<file path="src/rtl/i2c_bus_monitor.sv">
// i2c_bus_monitor: passive I2C observer decoding START/STOP, address and data bytes into a FWFT FIFO
module i2c_bus_monitor #(
    parameter int SYNC_STAGES = 2,
    parameter int FIFO_DEPTH  = 4
) (
    input  logic       clk_i,
    input  logic       rst_i,
    input  logic       scl_i,
    input  logic       sda_i,
    output logic [2:0] state_o,
    output logic       op_o,
    output logic [6:0] addr_o,
    output logic       addr_valid_o,
    output logic       busy_o,
    output logic       byte_valid_o,
    output logic [7:0] byte_data_o,
    output logic       byte_ack_o,
    output logic       byte_op_o,
    input  logic       byte_ready_i,
    output logic       overflow_o,
    input  logic       clr_overflow_i
);
    typedef enum logic [2:0] {WAIT = 3'd0, START = 3'd1, STOP = 3'd2, RECEIVE = 3'd3, SEND = 3'd4, ADDR = 3'd5} i2c_state_t;
    typedef enum logic {WRITE = 1'b0, READ = 1'b1} i2c_op_t;
    localparam int AW = $clog2(FIFO_DEPTH);
    logic [SYNC_STAGES-1:0] scl_sync, sda_sync;
    logic scl_p, sda_p, scl_s, sda_s, start, stop, sample;
    i2c_state_t state, state_n;
    i2c_op_t op, op_n;
    logic [3:0] bit_cnt, cnt_n;
    logic [7:0] shreg, shreg_n;
    logic [6:0] addr, addr_n;
    logic addr_valid, av_n, push, pop, wr_en, empty, full;
    logic [9:0] mem [FIFO_DEPTH];
    logic [9:0] head;
    logic [AW:0] wr_ptr, rd_ptr;
    assign scl_s = scl_sync[SYNC_STAGES-1];
    assign sda_s = sda_sync[SYNC_STAGES-1];
    assign start = scl_p & scl_s & sda_p & ~sda_s;
    assign stop = scl_p & scl_s & ~sda_p & sda_s;
    assign sample = ~scl_p & scl_s;
    always_ff @(posedge clk_i) begin
        if (rst_i) begin
            scl_sync <= '1;
            sda_sync <= '1;
            scl_p <= 1'b1;
            sda_p <= 1'b1;
        end else begin
            scl_sync <= {scl_sync[SYNC_STAGES-2:0], scl_i};
            sda_sync <= {sda_sync[SYNC_STAGES-2:0], sda_i};
            scl_p <= scl_s;
            sda_p <= sda_s;
        end
    end
    // START also serves as repeated start: any partial byte is dropped by clearing the counter
    always_comb begin
        state_n = state;
        cnt_n = bit_cnt;
        shreg_n = shreg;
        op_n = op;
        addr_n = addr;
        av_n = 1'b0;
        push = 1'b0;
        if (start) begin
            state_n = START;
            cnt_n = '0;
        end else if (stop) begin
            state_n = STOP;
            cnt_n = '0;
        end else if (state == START) begin
            state_n = ADDR;
        end else if (state == STOP) begin
            state_n = WAIT;
        end else if (sample && state != WAIT) begin
            if (bit_cnt != 4'd8) begin
                shreg_n = {shreg[6:0], sda_s};
                cnt_n = bit_cnt + 4'd1;
            end else begin
                cnt_n = '0;
                if (state == ADDR) begin
                    addr_n = shreg[7:1];
                    op_n = i2c_op_t'(shreg[0]);
                    av_n = 1'b1;
                    state_n = sda_s ? WAIT : (shreg[0] ? SEND : RECEIVE);
                end else begin
                    push = 1'b1;
                    state_n = sda_s ? WAIT : state;
                end
            end
        end
    end
    always_ff @(posedge clk_i) begin
        if (rst_i) begin
            state <= WAIT;
            bit_cnt <= '0;
            shreg <= '0;
            op <= WRITE;
            addr <= '0;
            addr_valid <= 1'b0;
        end else begin
            state <= state_n;
            bit_cnt <= cnt_n;
            shreg <= shreg_n;
            op <= op_n;
            addr <= addr_n;
            addr_valid <= av_n;
        end
    end
    assign empty = wr_ptr == rd_ptr;
    assign full = (wr_ptr[AW] != rd_ptr[AW]) && (wr_ptr[AW-1:0] == rd_ptr[AW-1:0]);
    assign pop = ~empty & byte_ready_i;
    assign wr_en = push & (~full | pop);
    always_ff @(posedge clk_i) begin
        if (wr_en) mem[wr_ptr[AW-1:0]] <= {op, sda_s, shreg};
    end
    always_ff @(posedge clk_i) begin
        if (rst_i) begin
            wr_ptr <= '0;
            rd_ptr <= '0;
            overflow_o <= 1'b0;
        end else begin
            if (wr_en) wr_ptr <= wr_ptr + 1'b1;
            if (pop) rd_ptr <= rd_ptr + 1'b1;
            if (push & full & ~pop) overflow_o <= 1'b1;
            else if (clr_overflow_i) overflow_o <= 1'b0;
        end
    end
    assign head = empty ? '0 : mem[rd_ptr[AW-1:0]];
    assign {byte_op_o, byte_ack_o, byte_data_o} = head;
    assign byte_valid_o = ~empty;
    assign state_o = state;
    assign op_o = op;
    assign addr_o = addr;
    assign addr_valid_o = addr_valid;
    assign busy_o = state != WAIT && state != STOP;
endmodule

</file>
<file path="config.mk">
export PLATFORM = sky130hd
export DESIGN_NAME = i2c_bus_monitor
export DESIGN_NICKNAME = d
export VERILOG_FILES = /design/src/rtl/i2c_bus_monitor.sv
export SDC_FILE = /design/constraint.sdc
export NUM_CORES = 1
export LEC_CHECK = 0
export ABC_AREA = 1
export BUFFER_PORTS_ARGS = -buffer_cell sky130_fd_sc_hd__buf_2
export CORE_UTILIZATION = 40
export CTS_CLUSTER_DIAMETER = 150
export DETAILED_ROUTE_END_ITERATION = 8
export PLACE_DENSITY = 0.69
export SYNTH_ARGS = -nofsm -noshare
export SYNTH_HDL_FRONTEND = slang
export SYNTH_SLANG_ARGS = --single-unit
export TNS_END_PERCENT = 5
</file>
<file path="constraint.sdc">
create_clock -name clk_i -period 5.4 [get_ports clk_i]
set_input_delay 0.54 -clock clk_i [delete_from_list [all_inputs] [get_ports clk_i]]
set_output_delay 0.54 -clock clk_i [all_outputs]
set_load 0.005 [all_outputs]
</file>
==> impl_metrics.yaml, run 1 <==
setup_path:
  worst_path_most_repeated_cell: "inv_1"
  worstSetupStartpointType: "flip-flop"
  path_max_fanout: 21
  cp-end-kind: "output pin"
  worst-path-buf-inv: 3
  cp.required_ns: 4.86
  slowest_delay_ns: 0.77
  cp_slowest_cell: "dfxtp_1"
  arrival_ns: 2.20
  criticalPathCategory: "reg2out"
  cp_top_family: "flip-flops"
  crit_chain: "inv_1 > nor2_1 > o32ai_1 > nand2_1 > inv_1 > buf_2"
pwr:
  powerDensity_nw_per_um2: 325
  p_total_uw: 1240
  p_leak_uw: 0.00159
  ir_drop_mv: 0.143
sta:
  rsz0062_at_grt: "false"
  layout_min_cycle_time_ns: 2.74
  finalSetupViolations: 0
  report.final.slew_viol_count: 0
  min_period_over_period_pct: 50.8
  timing.fmax_mhz: 364
  worst_pin_slew_ns: 0.978
  hold_viol: 0
  finalHoldWorstSlack_ns: 0.372
  skew_ns: 0.00928
  setup_tns_ns: 0
  slew_headroom_pct: 34.6
placement:
  dp_hpwl_mm: 4.22
  place_area_um2: 3620
  place.gp.congestion: 0.828
  numPortBuffers: 30
detailed_routing:
  num_vias: 2425
  wl_mm: 6.29
  drc: 0
  detail_route.wl_per_cell_um: 12.6
  drtPass1Iterations: 6
  first_iter_violations: 169
  ant_nets: 0
  vias_per_cell: 4.86
layout:
  layout-drive-gt1-share_pct: 17.8
  fill_cells: 765
  final_cell_area_um2: 3830
  syn_to_final_growth_pct: 13.4
  seq_area_um2: 1980
  antennaDiodeCount: 0
  nets: 402
  multi_input_area_um2: 1200
  final_common_cell: "nor2_1"
  layout_common_cells: "nor2_1, nand2_1, edfxtp_1"
  final_core_utilization_pct: 46.7
die:
  die_area_um2: 8820
  fp-row-count: 33
  start_util_pct: 41.1
  dieHeight_um: 93.9
  boundaryPins: 31
  fp.dieW_um: 93.9
  fp.coreArea_um2: 8220
clocking:
  clk_pin_slew_ns: 0.08
  worstSkewPairLatency_ns: 0.35
  cts_tree: "built"
  numCtsBuffers: 9
  clock-sinks: 79
  clockRootBuffer: "clkbuf_8"
  cts.htree.levels: 3
  cts_resized: 0
  post-cts-setup-buffers: 0
  cts_hold_buf: 0
  clk_path_buf_depth: 2
synth:
  syn_nets: 371
  postSynthCellCount: 358
  synth_warnings: 0
  ys_ff_latch: 79
  avgSynthCellArea_um2: 9.44
  yosysSeqAreaShare_pct: 58.6
  synth_cell_types: 28
  syn_area_um2: 3380
global_routing:
  grt_pass1_wl_mm: 10.3
  overflow: 0
  grt_use_total_pct: 15.5
  antenna_found_initial: 0
  grt_max_degree: 25
  grt_pass1_vias: 2163
min_path:
  min_path_type: "in2reg"
job:
  drv_cap: 0
status:
  status: "finished, final reports clean"
==> worst paths after layout <==
| check | from | endpoint | slack (ns) | cells after the start |
|---|---|---|---|---|
| worst min-delay path | sda_i | sda_sync[0] | 0.37 | 2 |
| worst max register to register | bit_cnt[0] | mem[2][0] | 3.11 | 8 |
| worst max-delay path | flip-flop | byte_data_o[4] | 2.66 | 6 |
| worst min register to register | scl_sync[0] | scl_sync[1] | 0.42 | 1 |
==> cell type report <==
| type | instances | area share [%] |
|---|---|---|
| multi-input cells | 229 | 31.3 |
| clock inverters | 7 | 2.28 |
| inverters | 40 | 4.18 |
| repair buffers | 30 | 3.92 |
| clock buffers | 9 | 3.23 |
| well taps | 105 | 3.43 |
| flip-flops and latches | 79 | 51.7 |
==> power breakdown <==
part	internal (uW)	switching, uW
clock	225	234
sequential	635	21.0
combinational	47.2	82.6
==> kinds of logic (layout without fill, tap and decap cells) <==
logic type      Yosys count  after routing  share of synthesized area, %
xor+xnor                  2              2                         0.518
compound gates           54             54                          9.25
simple gates            166            166                          23.1
buf+inv                  50             86                          5.88
fa+ha+maj                 7              7                          2.59
flops                    79             79                          58.6
==> cell usage after synthesis <==
cell / number / share of area [%]
edfxtp_1: 40 / 36
nor3_1: 4 / 0.59
a21boi_0: 2 / 0.44
xor2_1: 2 / 0.52
nand3_2: 2 / 0.59
buf_2: 1 / 0.15
clkbuf_1: 9 / 1.0
nand3_1: 7 / 1.0
a21oi_1: 12 / 1.8
nand3_4: 2 / 1.0
nor2_8: 1 / 0.59
inv_1: 34 / 3.8
o21ai_0: 30 / 4.4
nand4_4: 1 / 0.63
nor2_1: 83 / 9.2
nand2_4: 2 / 0.67
nor4_1: 1 / 0.19
inv_2: 4 / 0.44
dfxtp_1: 39 / 23
nand2_1: 48 / 5.3
o32ai_1: 10 / 2.6
or2_2: 4 / 0.74
ha_1: 7 / 2.6
nand4_1: 5 / 0.93
nor2_4: 3 / 1.0
clkinv_4: 2 / 0.52
nand2_2: 2 / 0.37
and3_2: 1 / 0.22
==> state kept, by name (all words and copies together) (netlist names), named ones only <==
signal	flops
state_o	3
overflow_o	1
scl_p	1
rd_ptr	3
addr_valid_o	1
wr_ptr	3
sda_sync	2
sda_p	1
addr_o	7
op_o	1
mem	40
bit_cnt	4
scl_sync	2
shreg	8
==> metrics by stage <==
step,setup slack [ns],cells
after global routing,2.39,499
after detailed placement,3.01,483
after global placement,3.13,483
final,2.66,499
after floorplan,3.50,358
after CTS,2.62,499
==> metal layers <==
layer | vias to the layer above | track usage, % | share of wire, %
met5 | - | 0 | 0
met1 | 1115 | 20.1 | 48
li1 | 1253 | - | -
met2 | 49 | 24.7 | 45
met3 | 8 | 2.75 | 4.9
met4 | 0 | 8.08 | 1.6
No activity file was read; power rests on OpenSTA's default activity.
==> run 2: changes to the inputs <==
--- a/config.mk
+++ b/config.mk
@@ -5,12 +5,12 @@
 export SDC_FILE = /design/constraint.sdc
 export NUM_CORES = 1
 export LEC_CHECK = 0
-export ABC_AREA = 1
+export ABC_AREA = 0
 export BUFFER_PORTS_ARGS = -buffer_cell sky130_fd_sc_hd__buf_2
 export CORE_UTILIZATION = 40
 export CTS_CLUSTER_DIAMETER = 150
 export DETAILED_ROUTE_END_ITERATION = 8
-export PLACE_DENSITY = 0.69
+export PLACE_DENSITY = 0.72
 export SYNTH_ARGS = -nofsm -noshare
 export SYNTH_HDL_FRONTEND = slang
 export SYNTH_SLANG_ARGS = --single-unit
==> constraint.sdc (replaced) <==
create_clock -name clk_i -period 2.3 [get_ports clk_i]
set_input_delay 0.23 -clock clk_i [delete_from_list [all_inputs] [get_ports clk_i]]
set_output_delay 0.23 -clock clk_i [all_outputs]
set_load 0.005 [all_outputs]
==> run 2 against run 1 <==
Effect of this change: total power grew 110%; critical path depth shrank 2; first-iteration DRC count shrank 62%; combinational power shrank 71%; sequential share of layout area grew 1.3 points; count of clock-buffer cells in the layout is the same; die area shrank 2.9%; worst setup slack lost 2.3 ns; critical endpoint is now byte_data_o[2]; clock skew shrank 0.0022 ns.
==> impl_metrics.yaml, run 2 <==
placement:
  place_ws_ns: 0.424
  dp_hpwl_mm: 3.78
  place.gp.congestion: 0.831
  numPortBuffers: 30
sta:
  layout_min_cycle_time_ns: 1.90
  skew_ns: 0.00705
  slew_headroom_pct: 57.9
  finalSetupViolations: 0
  min_period_over_period_pct: 82.7
  worst_pin_slew_ns: 0.631
  setup_tns_ns: 0
  hold_viol: 0
  report.final.slew_viol_count: 0
  timing.fmax_mhz: 525
  fin_ws_ns: 0.397
  rsz0062_at_grt: "false"
synth:
  synth-simple-area-share_pct: 13.1
  synth_top_family_by_area: "simple AND/OR/NAND/NOR gates"
  ys_top_cells_by_count: "edfxtp_1, dfxtp_1, nor2_1"
  syn_nets: 263
  synth_xor_xnor_area_share_pct: 2.90
  synth_cell_types: 43
  yosys.area.top_type: "edfxtp_1"
  synth_compound_area_share_pct: 5.68
  synth_flop_cell: "edfxtp_1"
  synthAdderAreaFrac_pct: 2.67
  avgSynthCellArea_um2: 13.1
  synth_most_common_cell: "edfxtp_1"
  synth_edf_count: 40
  synth-async-reset-ratio_pct: 0
  yosys-mux-area-fraction_pct: 12.8
  ys_ff_latch: 79
  postSynthCellCount: 250
  yosys.area.top_type_share_pct: 36.6
  yosysSeqAreaShare_pct: 60.4
  synth_warnings: 0
  syn_area_um2: 3280
  yosys-top-cells-area: "edfxtp_1, dfxtp_1, mux4_2"
setup_path:
  rr_endpoint: "wr_ptr[2]"
  arrival_ns: 1.67
  cp_slowest_cell: "mux4_2"
  slowest_delay_ns: 0.54
  ff2ff_setup_slack_ns: 0.41
  worstSetupStartpointType: "flip-flop"
  worst-path-buf-inv: 2
  cp.depth: 4
  criticalPathCategory: "reg2out"
  crit_end: "byte_data_o[2]"
  cp.required_ns: 2.07
  crit_chain: "buf_4 > mux4_2 > nor2b_1 > buf_2"
  cp_top_family: "multiplexers"
  path_max_fanout: 10
  r2r_cells: 6
  rr_startpoint: "bit_cnt[0]"
  cp-end-kind: "output pin"
global_routing:
  overflow: 0
  grt_use_total_pct: 14.2
  grt_pass1_vias: 1921
  grt_max_degree: 37
  grt_pass1_wl_mm: 9.23
  antenna_found_initial: 0
detailed_routing:
  wl_mm: 5.46
  drtPass1Iterations: 4
  detail_route.wl_per_cell_um: 14.1
  first_iter_violations: 64
  drc: 0
  ant_nets: 0
  num_vias: 1923
  vias_per_cell: 4.96
pwr:
  p_total_uw: 2590
  powerDensity_nw_per_um2: 692
  p_leak_uw: 0.00144
  pwr-share-seq_pct: 57.1
  ir_drop_mv: 0.441
  power.switching_uw: 503
  combPwrFrac_pct: 1.5
  p_int_uw: 2080
  p_clk_share_pct: 41.5
  swShare_pct: 19.4
clocking:
  numCtsBuffers: 9
  clk_pin_slew_ns: 0.07
  clockRootBuffer: "clkbuf_8"
  clock-sinks: 79
  post-cts-setup-buffers: 0
  cts_hold_buf: 0
  cts_tree: "built"
  clk_path_buf_depth: 2
  worstSkewPairLatency_ns: 0.34
  cts_resized: 0
  cts.htree.levels: 3
layout:
  fill_cells: 723
  antennaDiodeCount: 0
  layout_common_cells: "edfxtp_1, dfxtp_1, buf_2"
  final_common_cell: "edfxtp_1"
  layout-drive-gt1-share_pct: 25.2
  largest_reg_flops: 40
  syn_to_final_growth_pct: 14.0
  nets: 294
die:
  start_util_pct: 41.8
  fp.coreArea_um2: 7850
  dieHeight_um: 92.6
  boundaryPins: 31
  fp-row-count: 32
  fp.dieW_um: 92.6
  die_area_um2: 8570
min_path:
  hold_depth: 2
  min_path_type: "in2reg"
status:
  status: "finished, final reports clean"
job:
  drv_cap: 0
==> run 2: through the flow <==
step	instances	hold WS (ns)	utilization (%)	cell area, um2
after floorplan	250	0.334	-	3280
after CTS	388	0.0530	47.7	3740
final	388	0.0650	47.7	3740
after global placement	372	0.399	45.0	3530
after detailed placement	372	0.395	45.0	3530
after global routing	388	0.0469	47.7	3740
==> run 2: cells by family after synthesis <==
kind of cell    count (synthesis)
compound gates                 29
xor+xnor                       10
fa+ha+maj                       7
buf+inv                        20
flops                          79
mux                            29
simple gates                   76
==> run 2: power by group through the flow <==
stage	combinational [uW]	clock [uW]	sequential, uW
after global routing	42.2	1170	1480
after detailed placement	37.9	0	1510
final	37.7	1070	1480
after CTS	38.1	1100	1480
after floorplan	30.1	0	1500
after global placement	37.0	0	1510
==> run 2: per-layer routing <==
layer | up-vias | routed length [um] | part of all wire, % | GRT usage (%)
met5 | - | 0 | 0 | 0
met4 | 0 | 92 | 1.7 | 6.64
met3 | 10 | 192 | 3.5 | 3.37
met2 | 35 | 2470 | 45 | 22.3
met1 | 912 | 2710 | 50 | 18.6
li1 | 966 | - | - | -
==> run 2: layout make-up <==
cell class                 count  area (um2)  area share (%)
sequential                    79        1980            53.0
timing repair buffer          33         173            4.62
tap                          102         128            3.41
clock buffer                   9         124            3.31
clock inverter                 7        87.6            2.34
inverter                       7        26.3           0.703
multi-input combinational    151        1220            32.6
==> run 2: worst min path at each step <==
stage                 from     endpoint
2_1_floorplan        scl_i  scl_sync[0]
3_3_place_gp   sda_sync[0]  sda_sync[1]
3_5_place_dp   scl_sync[0]  scl_sync[1]
4_1_cts              sda_i  sda_sync[0]
5_1_grt              scl_i  scl_sync[0]
6_report             sda_i  sda_sync[0]
